--- src/rtl/arb_pkg.sv ---
// Shared definitions for the two-requester bus arbiter: output-register
// state encoding and the default payload width.
package arb_pkg;
  localparam int ARB_DEF_SIZE = 32;

  typedef enum logic {
    ST_EMPTY = 1'b0,
    ST_FULL  = 1'b1
  } arb_state_e;
endpackage

--- src/rtl/yMux2.sv ---
// Two-way word multiplexer: z = a when c = 0, z = b when c = 1.
module yMux2 import arb_pkg::*; #(
  parameter int SIZE = ARB_DEF_SIZE
) (
  output logic [SIZE-1:0] z,
  input  logic [SIZE-1:0] a,
  input  logic [SIZE-1:0] b,
  input  logic            c
);
  assign z = c ? b : a;
endmodule

--- src/rtl/bus_arb2.sv ---
// Two-requester round-robin arbiter feeding a single registered output word,
// with per-requester grant counters.
module bus_arb2 import arb_pkg::*; #(
  parameter int SIZE = ARB_DEF_SIZE,
  parameter int CNTW = 8
) (
  input  logic            clk,
  input  logic            rst_n,
  input  logic            a_valid,
  input  logic [SIZE-1:0] a_data,
  output logic            a_ready,
  input  logic            b_valid,
  input  logic [SIZE-1:0] b_data,
  output logic            b_ready,
  output logic            out_valid,
  output logic [SIZE-1:0] out_data,
  output logic            out_src,
  input  logic            out_ready,
  output logic            sel,
  output logic [CNTW-1:0] a_cnt,
  output logic [CNTW-1:0] b_cnt
);
  arb_state_e      state_q, state_d;
  logic            pri_q, pri_d;
  logic [SIZE-1:0] data_q, data_d;
  logic            src_q, src_d;
  logic [CNTW-1:0] a_cnt_q, a_cnt_d;
  logic [CNTW-1:0] b_cnt_q, b_cnt_d;
  logic            load;
  logic [SIZE-1:0] mux_data;

  yMux2 #(.SIZE(SIZE)) u_mux (
    .z (mux_data),
    .a (a_data),
    .b (b_data),
    .c (sel)
  );

  // Readies are gated by rst_n so nothing is handed off while reset is held.
  always_comb begin
    load    = (state_q == ST_EMPTY) || out_ready;
    sel     = b_valid && (!a_valid || pri_q);
    a_ready = rst_n && load && a_valid && !sel;
    b_ready = rst_n && load && b_valid && sel;
  end

  always_comb begin
    state_d = state_q;
    pri_d   = pri_q;
    data_d  = data_q;
    src_d   = src_q;
    a_cnt_d = a_cnt_q + {{(CNTW-1){1'b0}}, a_ready};
    b_cnt_d = b_cnt_q + {{(CNTW-1){1'b0}}, b_ready};
    if (load) begin
      if (a_valid || b_valid) begin
        state_d = ST_FULL;
        data_d  = mux_data;
        src_d   = sel;
        pri_d   = !sel;
      end else begin
        state_d = ST_EMPTY;
      end
    end
  end

  always_ff @(posedge clk or negedge rst_n) begin
    if (!rst_n) begin
      state_q <= ST_EMPTY;
      pri_q   <= 1'b0;
      data_q  <= '0;
      src_q   <= 1'b0;
      a_cnt_q <= '0;
      b_cnt_q <= '0;
    end else begin
      state_q <= state_d;
      pri_q   <= pri_d;
      data_q  <= data_d;
      src_q   <= src_d;
      a_cnt_q <= a_cnt_d;
      b_cnt_q <= b_cnt_d;
    end
  end

  assign out_valid = (state_q == ST_FULL);
  assign out_data  = data_q;
  assign out_src   = src_q;
  assign a_cnt     = a_cnt_q;
  assign b_cnt     = b_cnt_q;
endmodule

--- config.mk ---
export PLATFORM = sky130hd
export DESIGN_NAME = bus_arb2
export DESIGN_NICKNAME = d
export VERILOG_FILES = /design/src/rtl/arb_pkg.sv /design/src/rtl/yMux2.sv /design/src/rtl/bus_arb2.sv
export SDC_FILE = /design/constraint.sdc
export NUM_CORES = 1
export LEC_CHECK = 0
export CORE_AREA = 3 3 65 97
export CTS_BUF_LIST = sky130_fd_sc_hd__clkbuf_4
export CTS_CLUSTER_SIZE = 40
export DETAILED_ROUTE_END_ITERATION = 10
export DIE_AREA = 0 0 68 100
export PLACE_DENSITY_LB_ADDON = 0.08
export SYNTH_ARGS = -nofsm -noshare
export SYNTH_HDL_FRONTEND = slang
export SYNTH_SLANG_ARGS = --single-unit
--- constraint.sdc ---
create_clock -name clk -period 2.8 [get_ports clk]
set_clock_uncertainty 0.05 [all_clocks]
set_input_delay 0.28 -clock clk [delete_from_list [all_inputs] [get_ports clk]]
set_output_delay 0.28 -clock clk [all_outputs]
set_load 0.02 [all_outputs]
==> impl_summary.txt, run 1 <==
----------------------------------------------------
[Status]
  Outcome ... complete, no violations

[Logic synthesis]
  Async set or reset register ratio after synthesis ... 1.00
  Area share of the largest cell type after synthesis ... 0.579
  Net count after synthesis ... 245
  Number of flops mapped to enable cells by yosys ... 0
  Largest cells by area after synthesis ... dfrtp_1, a221o_1, and3_1
  Synthesized area ... between 0.002 and 0.0025 mm^2
  Post-synthesis sequential area ratio ... 0.579
  Top FF cell, synth ... dfrtp_1
  Post-synth cell types ... 21
  Area leader, netlist ... dfrtp_1
  YS warnings ... 0
  Syn Inst Count ... around 170
  Post-synthesis area per instance ... 12.8 um^2
  Synthesized flop and latch total ... about 50

[Global routing]
  Total global routing track utilization ... 0.186
  Pin count of the biggest net entering global routing ... 35
  Number of global-route vias before repair ... approximately 2000
  Initial antenna violation count ... 0
  Global route total overflow ... 0
  Global-route wire length before repair ... 9.63 mm

[Floorplanning]
  Initial Utilization ... 0.399
  Chip Height ... around 100 um
  Count of boundary I/O pins ... roughly 120
  Overall die area ... roughly 0.0068 mm^2
  Std-Cell Rows ... 33
  Horizontal die dimension ... slightly below 70 um
  Core area ... ~0.0055 mm^2

[Power and ir drop]
  Switching share of total power ... 0.329
  Peak ir drop on the vdd network ... 0.236 mV
  Internal power ... between 1000 and 1500 uW
  Net switching power figure ... 692 uW
  Share of power burned in the clock network ... 0.154
  Leakage power figure ... 0.00161 uW
  Share of total power in combinational logic ... 0.375
  Sequential cell fraction of total power ... 0.471
  Total power density per cell area ... roughly 600 mW/mm^2
  Post-layout power ... around 2100 uW

[Clock tree]
  Clock tree from TritonCTS ... done
  CTS H-Tree Depth ... 2
  Clock root buffer ... clkbuf_4
  Number of clock buffers inserted by TritonCTS ... 5
  Clock transition at the registers of the reported paths ... 140 ps
  Worst skew pair latency ... roughly 360 ps
  Maximum root-to-sink buffer count ... 2
  Number of clock sinks ... around 50

[Timing]
  Number of max-slew violations in the final report ... 0
  Post-Route Setup TNS ... 0 ps
  Maximum operating frequency ... just over 0.4 GHz
  Worst hold margin ... 328 ps
  Final critical-path share of the clock period ... 0.866
  Actual slew at the worst max-slew pin ... between 900 and 1000 ps
  Relative slew slack ... 0.388
  Setup repair after global routing missed its margin ... no
  Tmin final ... ~2400 ps
  Minimum setup slack in the final design ... 376 ps
  Hold Fails Final Rpt ... 0
  Count of endpoints failing setup in the final report ... 0

[Final layout]
  Post-layout instance count excluding filler cells ... ~360
  Leading cell types in the layout, fill and taps excluded ... clkdlybuf4s50_1, dfrtp_1, and3_1
  Number of nets in the layout ... approximately 370
  Most common cell after layout, fill and taps aside ... clkdlybuf4s50_1
  Share of layout cells above drive strength 1 ... 0.0546
  Antenna cell count ... 0
  Area Growth Syn to Fin ... 59.3%

[Placed design]
  I/O Buffers ... between 100 and 150
  Sum of net half-perimeters after detailed placement ... 4.37 mm
  GPL Wtd Cong ... slightly above 0.7
  Cells after DPL ... ~350
  Worst setup slack before clock tree synthesis ... 480 ps

[Detailed routing]
  DRC violation count after routing ... 0
  Initial drt markers ... approximately 130
  Number of vias per cell ... between 5 and 6
  1st-pass router iterations ... 4
  ANT nets after route ... 0
  Average wire length per cell after detail routing ... ~17 um
  Total detailed-routing wirelength ... ~6.0 mm
  Total number of vias ... roughly 1900

[Setup path]
  Critical Path AT ... approximately 2100 ps
  Worst Setup Path Type ... primary input to primary output
  Max Fanout on Critical Path ... 20
  CP Data Required Time ... between 2000 and 2500 ps
  Critical Path Sink Type ... primary output
  Type of origin of the critical path ... primary input

[Min path]
  Path class of the lowest-slack min-delay path ... primary input to asynchronous set/reset pin

[Flow run]
  Maximum capacitance violations ... 0

----------------------------------------------------
final cells by class:
type	instances	area, um^2
clock inverter	2	7.51
timing repair buffer	127	1250
fill	500	2020
clock buffer	6	45.0
tap	70	87.6
multi-input combinational	107	845
sequential	51	1280
timing repair:
item / in CTS / in global routing
hold buffers: 1 / 0
buffers inserted: 0 / 0
gates resized for setup: 0 / 0
endpoints found under the hold margin: 17 / 0
cell usage after synthesis, types with 2 or more instances:
cell / n
dfrtp_1: 51
and3_1: 36
a221o_1: 32
nand3_1: 8
clkbuf_1: 7
xnor2_1: 7
buf_6: 5
xor2_1: 5
ha_1: 4
nand2_1: 3
and2_1: 2
buf_2: 2
nor2_1: 2
worst max-delay path, cell delays in order:
cell	delay, ps
dlygate4sd3_1	520
buf_2	380
and3_1	270
clkdlybuf4s50_1	630
cells by family (layout without fill, tap and decap cells):
kind of cell	after synthesis	after routing	synth area share
AND/OR/NAND/NOR	55	55	0.151
flip-flops	51	51	0.579
AO/OA/AOI/OAI	36	36	0.158
buffers and inverters	14	135	0.0420
XOR/XNOR	12	12	0.0476
adder cells (fa/ha/maj)	4	4	0.0227
through the flow:
| step | utilization | cell area, um^2 |
|---|---|---|
| 6_report | 0.635 | 3510 |
| 5_1_grt | 0.635 | 3510 |
| 4_1_cts | 0.635 | 3510 |
| 3_5_place_dp | 0.624 | 3450 |
| 3_3_place_gp | 0.624 | 3450 |
| 2_1_floorplan | - | 2210 |
power groups by stage:
stage | clock, uW | combinational (uW) | sequential [uW]
3_5_place_dp | 0 | 798 | 1010
6_report | 323 | 789 | 991
4_1_cts | 334 | 801 | 995
5_1_grt | 364 | 849 | 1020
2_1_floorplan | 0 | 185 | 1170
3_3_place_gp | 0 | 788 | 1010
per-layer routing:
metal,track usage,routed length [um],share of wire
met1,0.230,2370,0.40
met2,0.305,3050,0.51
met3,0.0582,476,0.079
met4,0.0567,104,0.017
met5,0,0,0
flip-flops by register name, summed over array words and instances, names as in the netlist:
register,flops
pri_q,1
out_src,1
b_cnt,8
out_valid,1
out_data,32
a_cnt,8
worst paths after layout:
| check | start | slack (ps) | end | cells past startpoint |
|---|---|---|---|---|
| worst max-delay path | rst_n | 380 | a_ready | 4 |
| worst min-delay path | rst_n | 330 | out_data[12] | 2 |
| worst max register to register | out_valid | 900 | out_data[25] | 5 |
| worst min register to register | a_cnt[7] | 430 | a_cnt[7] | 1 |
| max in group asynchronous | rst_n | 1580 | b_cnt[6] | 3 |
| min in group clk | a_cnt[7] | 430 | a_cnt[7] | 1 |
(Power assumes the default switching activity.)
==> run 2, diff against run 1 <==
==> constraint.sdc (replaced) <==
create_clock -name clk -period 2.4 [get_ports clk]
set_clock_uncertainty 0.05 [all_clocks]
set_input_delay 0.24 -clock clk [delete_from_list [all_inputs] [get_ports clk]]
set_output_delay 0.24 -clock clk [all_outputs]
set_load 0.02 [all_outputs]
==> impl_summary.txt, run 2 (same netlist as run 1, synthesis figures left out) <==
----------------------------------------------------
[Status]
  Outcome ... complete, no violations

[Timing]
  Number of max-slew violations in the final report ... 0
  Actual slew at the worst max-slew pin ... slightly below 500 ps
  Hold Fails Final Rpt ... 0
  Count of endpoints failing setup in the final report ... 0
  Maximum operating frequency ... ~0.45 GHz
  Relative slew slack ... 0.673
  Tmin final ... approximately 2200 ps
  Post-Route Setup TNS ... 0 ps
  Final critical-path share of the clock period ... 0.930
  Worst hold margin ... 253 ps
  Setup repair after global routing missed its margin ... no

[Global routing]
  Pin count of the biggest net entering global routing ... 40
  Initial antenna violation count ... 0
  Number of global-route vias before repair ... approximately 1900
  Total global routing track utilization ... 0.179
  Global-route wire length before repair ... about 9.3 mm
  Global route total overflow ... 0

[Clock tree]
  Maximum root-to-sink buffer count ... 2
  Number of clock buffers inserted by TritonCTS ... 5
  CTS H-Tree Depth ... 2
  Clock root buffer ... clkbuf_4
  Clock tree from TritonCTS ... done
  Worst skew pair latency ... between 300 and 400 ps
  Post-CTS repair timing setup buffer count ... 0
  Clock transition at the registers of the reported paths ... 140 ps
  Number of clock sinks ... just over 50

[Setup path]
  Worst Setup Path Type ... primary input to primary output
  Type of origin of the critical path ... primary input
  Critical Path Sink Type ... primary output
  CP Data Required Time ... about 2100 ps
  Critical Path AT ... between 1500 and 2000 ps
  Max Fanout on Critical Path ... 15

[Floorplanning]
  Overall die area ... a little under 0.007 mm^2
  Chip Height ... around 100 um
  Horizontal die dimension ... 68 um
  Std-Cell Rows ... 33
  Core area ... roughly 0.0055 mm^2
  Initial Utilization ... 0.399
  Count of boundary I/O pins ... ~120

[Power and ir drop]
  Net switching power figure ... 815 uW
  Post-layout power ... about 2600 uW
  Switching share of total power ... 0.318
  Share of power burned in the clock network ... 0.185
  Leakage power figure ... 0.00163 uW
  Internal power ... 1750 uW
  Sequential cell fraction of total power ... 0.452
  Total power density per cell area ... 720 mW/mm^2
  Peak ir drop on the vdd network ... 0.379 mV
  Share of total power in combinational logic ... 0.363

[Detailed routing]
  DRC violation count after routing ... 0
  Total number of vias ... about 1900
  Initial drt markers ... roughly 110
  Average wire length per cell after detail routing ... roughly 16 um
  1st-pass router iterations ... 4
  ANT nets after route ... 0
  Number of vias per cell ... 5.23
  Total detailed-routing wirelength ... ~6.0 mm

[Placed design]
  Sum of net half-perimeters after detailed placement ... 4.42 mm
  Placed inst area ... roughly 0.0035 mm^2
  GPL Wtd Cong ... between 0.7 and 0.8
  Cells after DPL ... between 300 and 400
  I/O Buffers ... roughly 120

[Final layout]
  Antenna cell count ... 0
  Most common cell after layout, fill and taps aside ... clkdlybuf4s50_1
  Area Growth Syn to Fin ... 61.3%
  Number of flip-flops in the largest register ... 32
  Post-layout instance count excluding filler cells ... 364
  Share of layout cells above drive strength 1 ... 0.0612
  Post-route design area ... between 0.003 and 0.004 mm^2
  Leading cell types in the layout, fill and taps excluded ... clkdlybuf4s50_1, dfrtp_1, and3_1
  Number of nets in the layout ... between 300 and 400

[Min path]
  Path class of the lowest-slack min-delay path ... primary input to asynchronous set/reset pin

[Flow run]
  Maximum capacitance violations ... 0

----------------------------------------------------
## run 2: cell count changes in the layout (fill, tap and decap cells not counted)
| cell | change |
|---|---|
| clkbuf_4 | -1 |
| buf_12 | +1 |
| clkinv_2 | +1 |
| bufinv_16 | +1 |
| clkinv_1 | -1 |
## run 2: metrics by stage
step	util	setup WS [ps]
floorplan	-	229
detailed placement	0.628	282
global route	0.643	72.4
CTS	0.643	123
global placement	0.628	279
finish	0.643	168
## run 2: critical path, cell delays in order
cell,delay [ps]
dlygate4sd3_1,520
buf_2,310
and3_1,240
clkdlybuf4s50_1,630
## run 2: repair_timing
item	in CTS	in global routing
hold endpoints to repair	12	0
hold buffers	1	0
setup endpoints to repair	0	0
gates resized for setup	0	0
## run 2: final timing paths
check,startpoint,to,slack [ps],cells after the start
worst max-delay path,rst_n,a_ready,170,4
worst min-delay path,rst_n,out_data[18],250,2
max in group asynchronous,rst_n,out_data[28],1250,3
min in group clk,a_cnt[7],a_cnt[7],430,1
worst min register to register,a_cnt[7],a_cnt[7],430,1
worst max register to register,out_valid,b_cnt[4],640,7
## run 2: power by group through the flow
stage / registers [uW] / logic (uW) / clock network [uW]
3_3_place_gp: 1170 / 928 / 0
5_1_grt: 1180 / 995 / 524
3_5_place_dp: 1170 / 942 / 0
2_1_floorplan: 1360 / 216 / 0
6_report: 1160 / 931 / 473
4_1_cts: 1160 / 942 / 489
## run 2: final cells by class
cell class	count	area [um^2]
Clock buffer	5	37.5
Clock inverter	3	38.8
Sequential cell	51	1280
Multi-Input combinational cell	107	845
Tap cell	70	87.6
Timing Repair Buffer	128	1270
Fill cell	476	1970
## run 2: layer usage
| metal | GRT usage | wire [um] | up-vias | share of wire |
|---|---|---|---|---|
| li1 | - | - | 902 | - |
| met1 | 0.217 | 2430 | 916 | 0.41 |
| met2 | 0.308 | 3080 | 82 | 0.52 |
| met3 | 0.0504 | 421 | 4 | 0.071 |
| met4 | 0.0459 | 36 | 0 | 0.0060 |
| met5 | 0 | 0 | - | 0 |
==> RTL change 1: new RTL, settings of run 1 <==
Change the parameter `CNTW` from 8 to 4.
--- a/src/rtl/bus_arb2.sv
+++ b/src/rtl/bus_arb2.sv
@@ -3,5 +3,5 @@
 module bus_arb2 import arb_pkg::*; #(
   parameter int SIZE = ARB_DEF_SIZE,
-  parameter int CNTW = 8
+  parameter int CNTW = 4
 ) (
   input  logic            clk,
Interface: changed (resized a_cnt and b_cnt); port bits go from 122 to 114. No check against the original RTL was run, so the function may have changed too.
==> RTL change 1 against run 1 <==
  * Worst setup slack improved by 240 ps
  * Combinational power barely moved
  * Core utilization fell by 7.0 points
  * Routed wire length fell by 5.9%
  * Total power fell by 8.9%
  * Maximum frequency rose by 11%
  * Cell area fell by 11%
  * Count of clock-buffer cells in the layout did not move
  * Sequential cell count fell by 8
  * Area after synthesis fell by 12%
  * Critical path type unchanged
  * Critical endpoint is now b_ready
==> RTL change 1: results (changes against run 1) <==
Outcome
  • Outcome: complete, no violations

Global route
  • Tot GR Track Use: 16.7% (-1.9 points)
  • Vias in the first global route: 1727 (-13%)

Power
  • Switch share: 32.7% (-0.14 points)
  • Leak: 1.31 nW (-19%)
  • Cell internal pwr: 1.29 mW (-8.7%)
  • Maximum vdd ir drop: 0.457 mV (+93%)

Route
  • Starting DRT DRC Count: 70 (-44%)
  • Vias/cell: 5.14 (-2.9%)

Placement
  • # port buffers: 113 (-6.6%)
  • Placed cell areas: 3070 sq um (-11%)
  • Global placement routability congestion: 0.728 (+2.8%)
  • Dpl cells: 318 (-10%)

Finish
  • Layout cells sized above 1: 5.49% (+0.029 points)
  • Non-Filler Instances: 325 (-10%)

Critical path
  • Critical path arrival: 1850 ps (-240 ps)
  • Reg2Reg Capture Point: b_cnt[2]
  • R2R cell count: 6 (+1)
  • Worst r2r src: pri_q
  • FF-to-FF setup slack: 1150 ps (+250 ps)

STA
  • Min Hold Slack: 283 ps (-45.4 ps)
  • Minimum clock period: 2180 ps (-242 ps)

Clock network
  • Worst skew pair latency: 340 ps (-20 ps)
  • Clock slew at reported path FFs: 120 ps (-20 ps)

Logic synthesis
  • Avg Inst Size Synth: 13.3 sq um (+3.7%)
  • Post-Syn Nets: 219 (-11%)
==> RTL change 1: timing repair <==
action	in CTS	in global routing
hold endpoints to repair	7	0
hold buffers	1	0
gates resized for setup	0	0
==> RTL change 1: cells by family after synthesis <==
group | Yosys count | share of synthesized area, %
and+or+nand+nor | 13 | 4.45
DFF | 43 | 55.4
xor gates and xnor gates | 4 | 1.80
AOI/OAI and AO/OA | 66 | 29.6
adders and majority gates | 4 | 2.58
buffers and inverters | 16 | 6.12
==> RTL change 1: cell type report <==
class | instances | area (sq um) | area share [%]
Multi-Input combinational cell | 87 | 747 | 23.9
Tap cell | 70 | 87.6 | 2.80
Sequential cell | 43 | 1080 | 34.4
Timing Repair Buffer | 119 | 1170 | 37.5
Clock buffer | 6 | 45.0 | 1.44
==> RTL change 1: per-layer routing <==
metal  share of wire (%)  global-route usage (%)
met5                   0                       0
met4                0.85                    5.05
met3                 9.9                    6.49
met1                  41                    20.7
met2                  48                    26.4
==> RTL change 2: new RTL, settings of run 1 <==
Without the edit above. Reset style: synchronous (`rst_n`), changed in one clocked block.
--- a/src/rtl/bus_arb2.sv
+++ b/src/rtl/bus_arb2.sv
@@ -64,5 +64,5 @@
   end
 
-  always_ff @(posedge clk or negedge rst_n) begin
+  always_ff @(posedge clk) begin
     if (!rst_n) begin
       state_q <= ST_EMPTY;
Formal check against the unedited RTL: differs if rst_n is asserted again (counterexample within 4 cycles, from zero or initial values and one cycle with rst_n low); with rst_n held inactive, the same outputs for 10 cycles.
==> RTL change 2 against run 1 <==
  * Synthesized cell count grew 62%
  * Routed wire length grew 24%
  * Sequential share of layout area shrank 8.1 points
  * Worst setup slack gained 82 ps
  * Sequential cell count is the same
  * Area after synthesis grew 6.6%
  * Cell area grew 3.0%
  * Total power shrank 27%
  * Highest routed layer unchanged
==> RTL change 2: results (changes against run 1) <==
Outcome
  • Outcome: complete, no violations

Power
  • Maximum vdd ir drop: 0.232 mV (-1.7%)
  • Clock power frac: 22.5% (+7.1 points)
  • Net Switching: 456 uW (-34%)
  • Combinational Power Share: 26.1% (-11 points)
  • Leak: 1.22 nW (-24%)

Global route
  • Met1 Usage GRT: 26.1% (+3.1 points)
  • First-pass GRT wire length: 11600 microns (+21%)
  • Vias in the first global route: 2438 (+23%)
  • Largest net degree at the start of global routing: 42 (+20%)

Finish
  • Layout cells sized above 1: 5.99% (+0.53 points)
  • Fill cells: 524 (+4.8%)

Logic synthesis
  • Synth cell count leaders: nand4_1 (64), dfxtp_1 (51), o21ai_0 (37)
  • Synth top area cells: dfxtp_1 (43%), nand4_1 (17%), a31oi_1 (8.5%)
  • Yosys cell types: 26 (+24%)
  • Async SR Flop Fraction: 0% (-100 points)
  • Top_reg_cell synth: dfxtp_1

Critical path
  • R2R cell count: 8 (+3)
  • Reg2Reg Capture Point: b_cnt[6]
  • Worst-path maximum fanout: 33 (+65%)

Worst hold path
  • Hold Path Class: input port to register

Route
  • Vias/cell: 5.76 (+9.0%)
  • Avg WL per Cell: 16.4 microns (-0.76%)

Placement
  • Dpl hpwl: 5200 microns (+19%)
  • Placed cell areas: 3560 sq um (+3.2%)
  • Dpl cells: 446 (+26%)

STA
  • Min Hold Slack: 436 ps (+107 ps)
RTL change 2: cell count changes in the layout (fill, tap and decap cells not counted), moves of 6 or more:
cell | before | now
a21oi_1 | 0 | 9
a221o_1 | 32 | 0
a31oi_1 | 0 | 32
and3_1 | 36 | 0
dfrtp_1 | 51 | 0
dfxtp_1 | 0 | 51
nand4_1 | 0 | 64
nor2_1 | 2 | 8
o21ai_0 | 0 | 37
RTL change 2: area by class of cell:
cell class                      instances  area share (%)
Clock inverter                          2           0.346
Multi-Input combinational cell        193            32.2
Sequential cell                        51            28.2
Inverter                                1           0.104
Timing Repair Buffer                  131            35.5
Tap cell                               70            2.42
Clock buffer                            6            1.24
RTL change 2: logic make-up after synthesis:
logic type	Yosys count	share of synthesized area (%)
AOI/OAI and AO/OA	81	19.3
buffers and inverters	35	7.13
adders and majority gates	4	2.13
xor gates and xnor gates	6	2.24
DFF	51	43.4
and+or+nand+nor	102	25.8
